==> config.mk <==
export PLATFORM = sky130hd
export DESIGN_NAME = morse_symbol_classifier
export DESIGN_NICKNAME = d
export VERILOG_FILES = /design/src/rtl/morse_symbol_classifier.sv
export SDC_FILE = /design/constraint.sdc
export NUM_CORES = 1
export LEC_CHECK = 0
export CAP_MARGIN = 0
export CORE_ASPECT_RATIO = 1.25
export CORE_MARGIN = 1.5
export CORE_UTILIZATION = 40
export DETAILED_ROUTE_END_ITERATION = 6
export GPL_ROUTABILITY_DRIVEN = 0
export GPL_TIMING_DRIVEN = 0
export HOLD_SLACK_MARGIN = 0.1
export PLACE_DENSITY = 0.61
export SLEW_MARGIN = 20
export SYNTH_ARGS = -nofsm -noshare
export SYNTH_HDL_FRONTEND = slang
export SYNTH_SLANG_ARGS = --single-unit
==> constraint.sdc <==
create_clock -name clk -period 6.4 [get_ports clk]
set_input_delay 1.28 -clock clk [delete_from_list [all_inputs] [get_ports clk]]
set_output_delay 1.28 -clock clk [all_outputs]
set_load 0.02 [all_outputs]
==> src/rtl/morse_symbol_classifier.sv <==
// rtl/morse_symbol_classifier.sv - debounced key level to DIT/DAH/GAP/SPACE/ERR symbol stream
`timescale 1ns/1ps
module morse_symbol_classifier #(
  parameter int WIDTH     = 16,
  parameter int DEBOUNCE  = 4,
  parameter int DIT_MAX   = 1000,
  parameter int DAH_MAX   = 3000,
  parameter int GAP_MIN   = 2000,
  parameter int SPACE_MIN = 5000
) (
  input  logic       clk,
  input  logic       rst_n,
  input  logic       signal,
  output logic [2:0] ditsdahs,
  output logic       sym_valid,
  input  logic       sym_ready,
  output logic       overrun,
  input  logic       clr_ovr
);

  localparam logic [2:0] SYM_WAIT  = 3'd0;
  localparam logic [2:0] SYM_DIT   = 3'd1;
  localparam logic [2:0] SYM_DAH   = 3'd2;
  localparam logic [2:0] SYM_GAP   = 3'd3;
  localparam logic [2:0] SYM_SPACE = 3'd4;
  localparam logic [2:0] SYM_ERR   = 3'd5;

  localparam int DBW = (DEBOUNCE > 1) ? $clog2(DEBOUNCE) : 1;
  localparam logic [DBW-1:0]   DB_LAST   = DBW'(DEBOUNCE - 1);
  localparam logic [WIDTH-1:0] CNT_MAX   = {WIDTH{1'b1}};
  localparam logic [WIDTH-1:0] GAP_CNT   = WIDTH'(GAP_MIN);
  localparam logic [WIDTH-1:0] SPACE_CNT = WIDTH'(SPACE_MIN);

  typedef enum logic [2:0] {IDLE, MARK, SPC, SPC_GAP, SPC_WORD} state_t;

  state_t           state;
  logic             sync1, sync2, sig_f;
  logic [DBW-1:0]   db_cnt;
  logic [WIDTH-1:0] cnt;
  logic [WIDTH-1:0] cap;
  logic [31:0]      cap_ext;
  logic             flip;
  logic             emit;
  logic [2:0]       emit_code;
  logic [2:0]       mark_code;

  // sig_f toggles on the cycle the synchronised level has disagreed for DEBOUNCE cycles
  assign flip    = (sync2 != sig_f) && (db_cnt == DB_LAST);
  assign cap_ext = 32'(cap);

  // two-flop synchroniser followed by the consecutive-disagreement debouncer
  always_ff @(posedge clk or negedge rst_n) begin
    if (!rst_n) begin
      sync1  <= 1'b0;
      sync2  <= 1'b0;
      sig_f  <= 1'b0;
      db_cnt <= '0;
    end else begin
      sync1 <= signal;
      sync2 <= sync1;
      if (sync2 != sig_f) begin
        if (db_cnt == DB_LAST) begin
          sig_f  <= sync2;
          db_cnt <= '0;
        end else begin
          db_cnt <= db_cnt + 1'b1;
        end
      end else begin
        db_cnt <= '0;
      end
    end
  end

  // cnt is the 1-based length of the current sig_f level; cap keeps the finished level's length
  always_ff @(posedge clk or negedge rst_n) begin
    if (!rst_n) begin
      cnt <= '0;
      cap <= '0;
    end else if (flip) begin
      cnt <= WIDTH'(1);
      cap <= cnt;
    end else if (cnt != CNT_MAX) begin
      cnt <= cnt + 1'b1;
    end
  end

  // classification of the captured mark length; a saturated count is always an error
  always_comb begin
    mark_code = SYM_DIT;
    if ((cap == CNT_MAX) || (cap_ext > 32'(DAH_MAX))) begin
      mark_code = SYM_ERR;
    end else if (cap_ext > 32'(DIT_MAX)) begin
      mark_code = SYM_DAH;
    end
  end

  // symbol emission decided from the current state, filtered level and counter
  always_comb begin
    emit      = 1'b0;
    emit_code = SYM_WAIT;
    case (state)
      MARK: begin
        if (!sig_f) begin
          emit      = 1'b1;
          emit_code = mark_code;
        end
      end
      SPC: begin
        if (!sig_f && (cnt == GAP_CNT)) begin
          emit      = 1'b1;
          emit_code = SYM_GAP;
        end
      end
      SPC_GAP: begin
        if (!sig_f && (cnt == SPACE_CNT)) begin
          emit      = 1'b1;
          emit_code = SYM_SPACE;
        end
      end
      default: begin
        emit      = 1'b0;
        emit_code = SYM_WAIT;
      end
    endcase
  end

  // state sequencing plus the single-entry output holding register and sticky overrun
  always_ff @(posedge clk or negedge rst_n) begin
    if (!rst_n) begin
      state     <= IDLE;
      ditsdahs  <= SYM_WAIT;
      sym_valid <= 1'b0;
      overrun   <= 1'b0;
    end else begin
      case (state)
        IDLE:     if (sig_f) state <= MARK;
        MARK:     if (!sig_f) state <= SPC;
        SPC: begin
          if (sig_f)               state <= MARK;
          else if (cnt == GAP_CNT) state <= SPC_GAP;
        end
        SPC_GAP: begin
          if (sig_f)                 state <= MARK;
          else if (cnt == SPACE_CNT) state <= SPC_WORD;
        end
        SPC_WORD: if (sig_f) state <= MARK;
        default:  state <= IDLE;
      endcase

      if (emit && (!sym_valid || sym_ready)) begin
        ditsdahs  <= emit_code;
        sym_valid <= 1'b1;
      end else if (sym_valid && sym_ready) begin
        ditsdahs  <= SYM_WAIT;
        sym_valid <= 1'b0;
      end

      if (emit && sym_valid && !sym_ready) begin
        overrun <= 1'b1;
      end else if (clr_ovr) begin
        overrun <= 1'b0;
      end
    end
  end

endmodule

==> results.md <==
- Status: complete, no violations
- CTS tree: done
- Clock Sinks: 45
- Post-Syn Instances: 236
- Fillers: 505
- Max Fclk: 0.371 GHz
- HP Class: reg -> reg
- Share of cells above drive strength 1: 0.0787
- Number of port buffers: 9
- Core area: 5150 um^2
- Final setup viols: 0
- Vias per cell: 5.26
- Top-level I/O count: 10
- Yosys warnings: 0
- Top-area cell type share of the netlist area: 0.520
- DR DRC count: 0
- Element type at the critical path end: output pin
- Post-synth EDFFs: 0
- Total gr overflow: 0
- RSZ-0062 raised after global routing: false
- Slowest CP cell: clkdlybuf4s50_1
- Max-cap violations: 0
- Clock Root Buffer: clkbuf_8
- CP bufs+invs: 1
- Main flop type after synthesis: dfrtp_1
- Worst path max stage delay: 0.65 ns
- Worst Max-Slew Pin Slew: 0.780 ns
- Commonest cells after routing, fill and taps aside: 56 x nand2_1, 45 x dfrtp_1, 31 x nor2_1
- Number of iterations in the first detailed-routing pass: 4
- Clock transition at path regs: 0.09 ns
- Clock Latency Late Sink: 0.30 ns
- Peak supply drop: 0.156 mV
- DIE WIDTH: 68.8 um
- Cells along the critical path: clkdlybuf4s50_1
- # placed instances: 308
- Vias in the first global route: 1657
- Kind of cell adding the most delay to the critical path: buffers and inverters
- Dominant cell type by area after synthesis: dfrtp_1
- Final worst path period share: 0.421
- Post-CTS sizing: 0
- Critical Path RT: 5.12 ns
- Longest Clk Path Bufs: 2
- Mean area per synthesized cell: 9.17 um^2
- DP HPWL: 3230 um
- Antenna cells: 0
- First-pass GRT wire length: 7540 um
- Starting Density: 0.420
- Comb power frac: 0.286
- Synth area leaders: dfrtp_1 52%, nand2_1 9.7%, nor2_1 5.4%
- Sw Share: 0.349
- Iteration-0 DRC count of the detailed router: 83
- Net Count, Synth: 244
- Final Hold Vio Count: 0
- Post-route insts no fill: 316
- Die Span Y: 85.2 um
- Average wire per standard cell: 13.8 um
- Pleak: 1.09 nW
- Type of the worst setup path: reg -> out
- Sequential share of power: 0.462
- Sequential area share after synthesis: 0.520
- Netlist cell types: 44
- Setup_tns: 0 ns
- Layout Skew: 0.00777 ns
- CP arrival: 1.42 ns
- Die area: 5860 um^2
- Worst rel slew slack: 0.475
- # hold bufs at CTS: 0
- Placement Rows: 29
- Min Tclk post-route: 2.70 ns
- Largest net degree at the start of global routing: 28
- Nets: 261
- Synth Register Bits: 45
- Mapped Area: 2160 um^2
- Fraction of registers with async set/reset: 1.00
- Final Max Tran Viols: 0
- Routed Antenna Nets: 0
- Htree depth: 2
- Area grow syn2layout: 13.8%
- Worst Setup Start Kind: flip-flop
- Int Pwr: 0.000569 W
- Power share of the clock group: 0.252
- Vias: 1663
- Routed wire length: 4350 um
- Crit-path max FO: 7
- Most common cell after layout, fill and taps aside: nand2_1
- Power Dens Cells: 355 nW/um^2
- # Post-CTS Setup Buffers: 0
- Inserted Clock Buffers: 5
- Initial antenna violation count: 0
- P_sw: 0.000305 W
- Tot GR Track Use: 0.170
[logic make-up after synthesis]
| kind of cell | share of synthesized area |
|---|---|
| AND/OR/NAND/NOR | 0.299 |
| flip-flops | 0.520 |
| AO/OA/AOI/OAI | 0.0780 |
| buffers and inverters | 0.0306 |
| XOR/XNOR | 0.0445 |
| adder cells (fa/ha/maj) | 0.0173 |
| multiplexers | 0.00983 |
[through the flow]
stage          total power (W)  cell area, um^2  utilization  setup slack, ns  hold slack, ns
2_1_floorplan         0.000584             2160            -             4.35           0.331
3_3_place_gp          0.000657             2330        0.453             2.80           0.332
3_5_place_dp          0.000662             2350        0.456             3.77           0.336
4_1_cts               0.000884             2460        0.478             3.69           0.358
5_1_grt               0.000939             2460        0.478             3.65           0.369
6_report              0.000874             2460        0.478             3.70           0.354
[flip-flops by register name, indices dropped and copies added, names as in the netlist]
register   count
cap           16
cnt           16
ditsdahs       3
state          3
db_cnt         2
overrun        1
sig_f          1
sym_valid      1
sync1          1
sync2          1
[path summary, 6_finish.rpt]
check	start	to	slack (ns)	cells past startpoint
setup / recovery	sym_valid	sym_valid	3.70	1
hold / removal	sync1	sync2	0.35	0
setup reg to reg	cnt[0]	ditsdahs[1]	4.13	8
hold reg to reg	sync1	sync2	0.35	0
max in group asynchronous	rst_n	cap[7]	4.98	2
min in group asynchronous	rst_n	ditsdahs[2]	0.91	1
[layer usage]
layer	wire (um)	GRT usage
met1	1980	0.206
met2	2140	0.284
met3	129	0.0371
met4	103	0.0731
met5	0	0
[cell type report]
class                   instances  area, um^2  area share
repair buffers                 10         105      0.0427
plain buffers                   8        32.5      0.0132
clock buffers                   5        68.8      0.0279
inverters                       9        33.8      0.0137
well taps                      62        77.6      0.0315
flip-flops and latches         45        1130       0.457
multi-input cells             174         972       0.395
clock inverters                 3        46.3      0.0188
[power by group through the flow]
stage                     Clock, W  Combinational [W]  Sequential, W
after floorplan                  0           0.000179       0.000404
after global placement           0           0.000248       0.000409
after global routing      0.000237           0.000288       0.000414
after CTS                 0.000226           0.000253       0.000404
final                     0.000220           0.000250       0.000404
after detailed placement         0           0.000252       0.000410
[cell usage after synthesis (2+ instances only)]
cell       n
a21oi_1    6
and2_1     2
and3_1     2
buf_2      2
clkbuf_1   6
dfrtp_1   45
ha_1       3
inv_1      9
nand2_1   56
nand3_1    8
nand4_1    7
nor2_1    31
nor3_1     7
nor4_1     4
o21ai_0    8
o21ai_1    2
o22ai_1    2
xnor2_1    4
xor2_1     7
No activity file was read; power rests on OpenSTA's default activity.
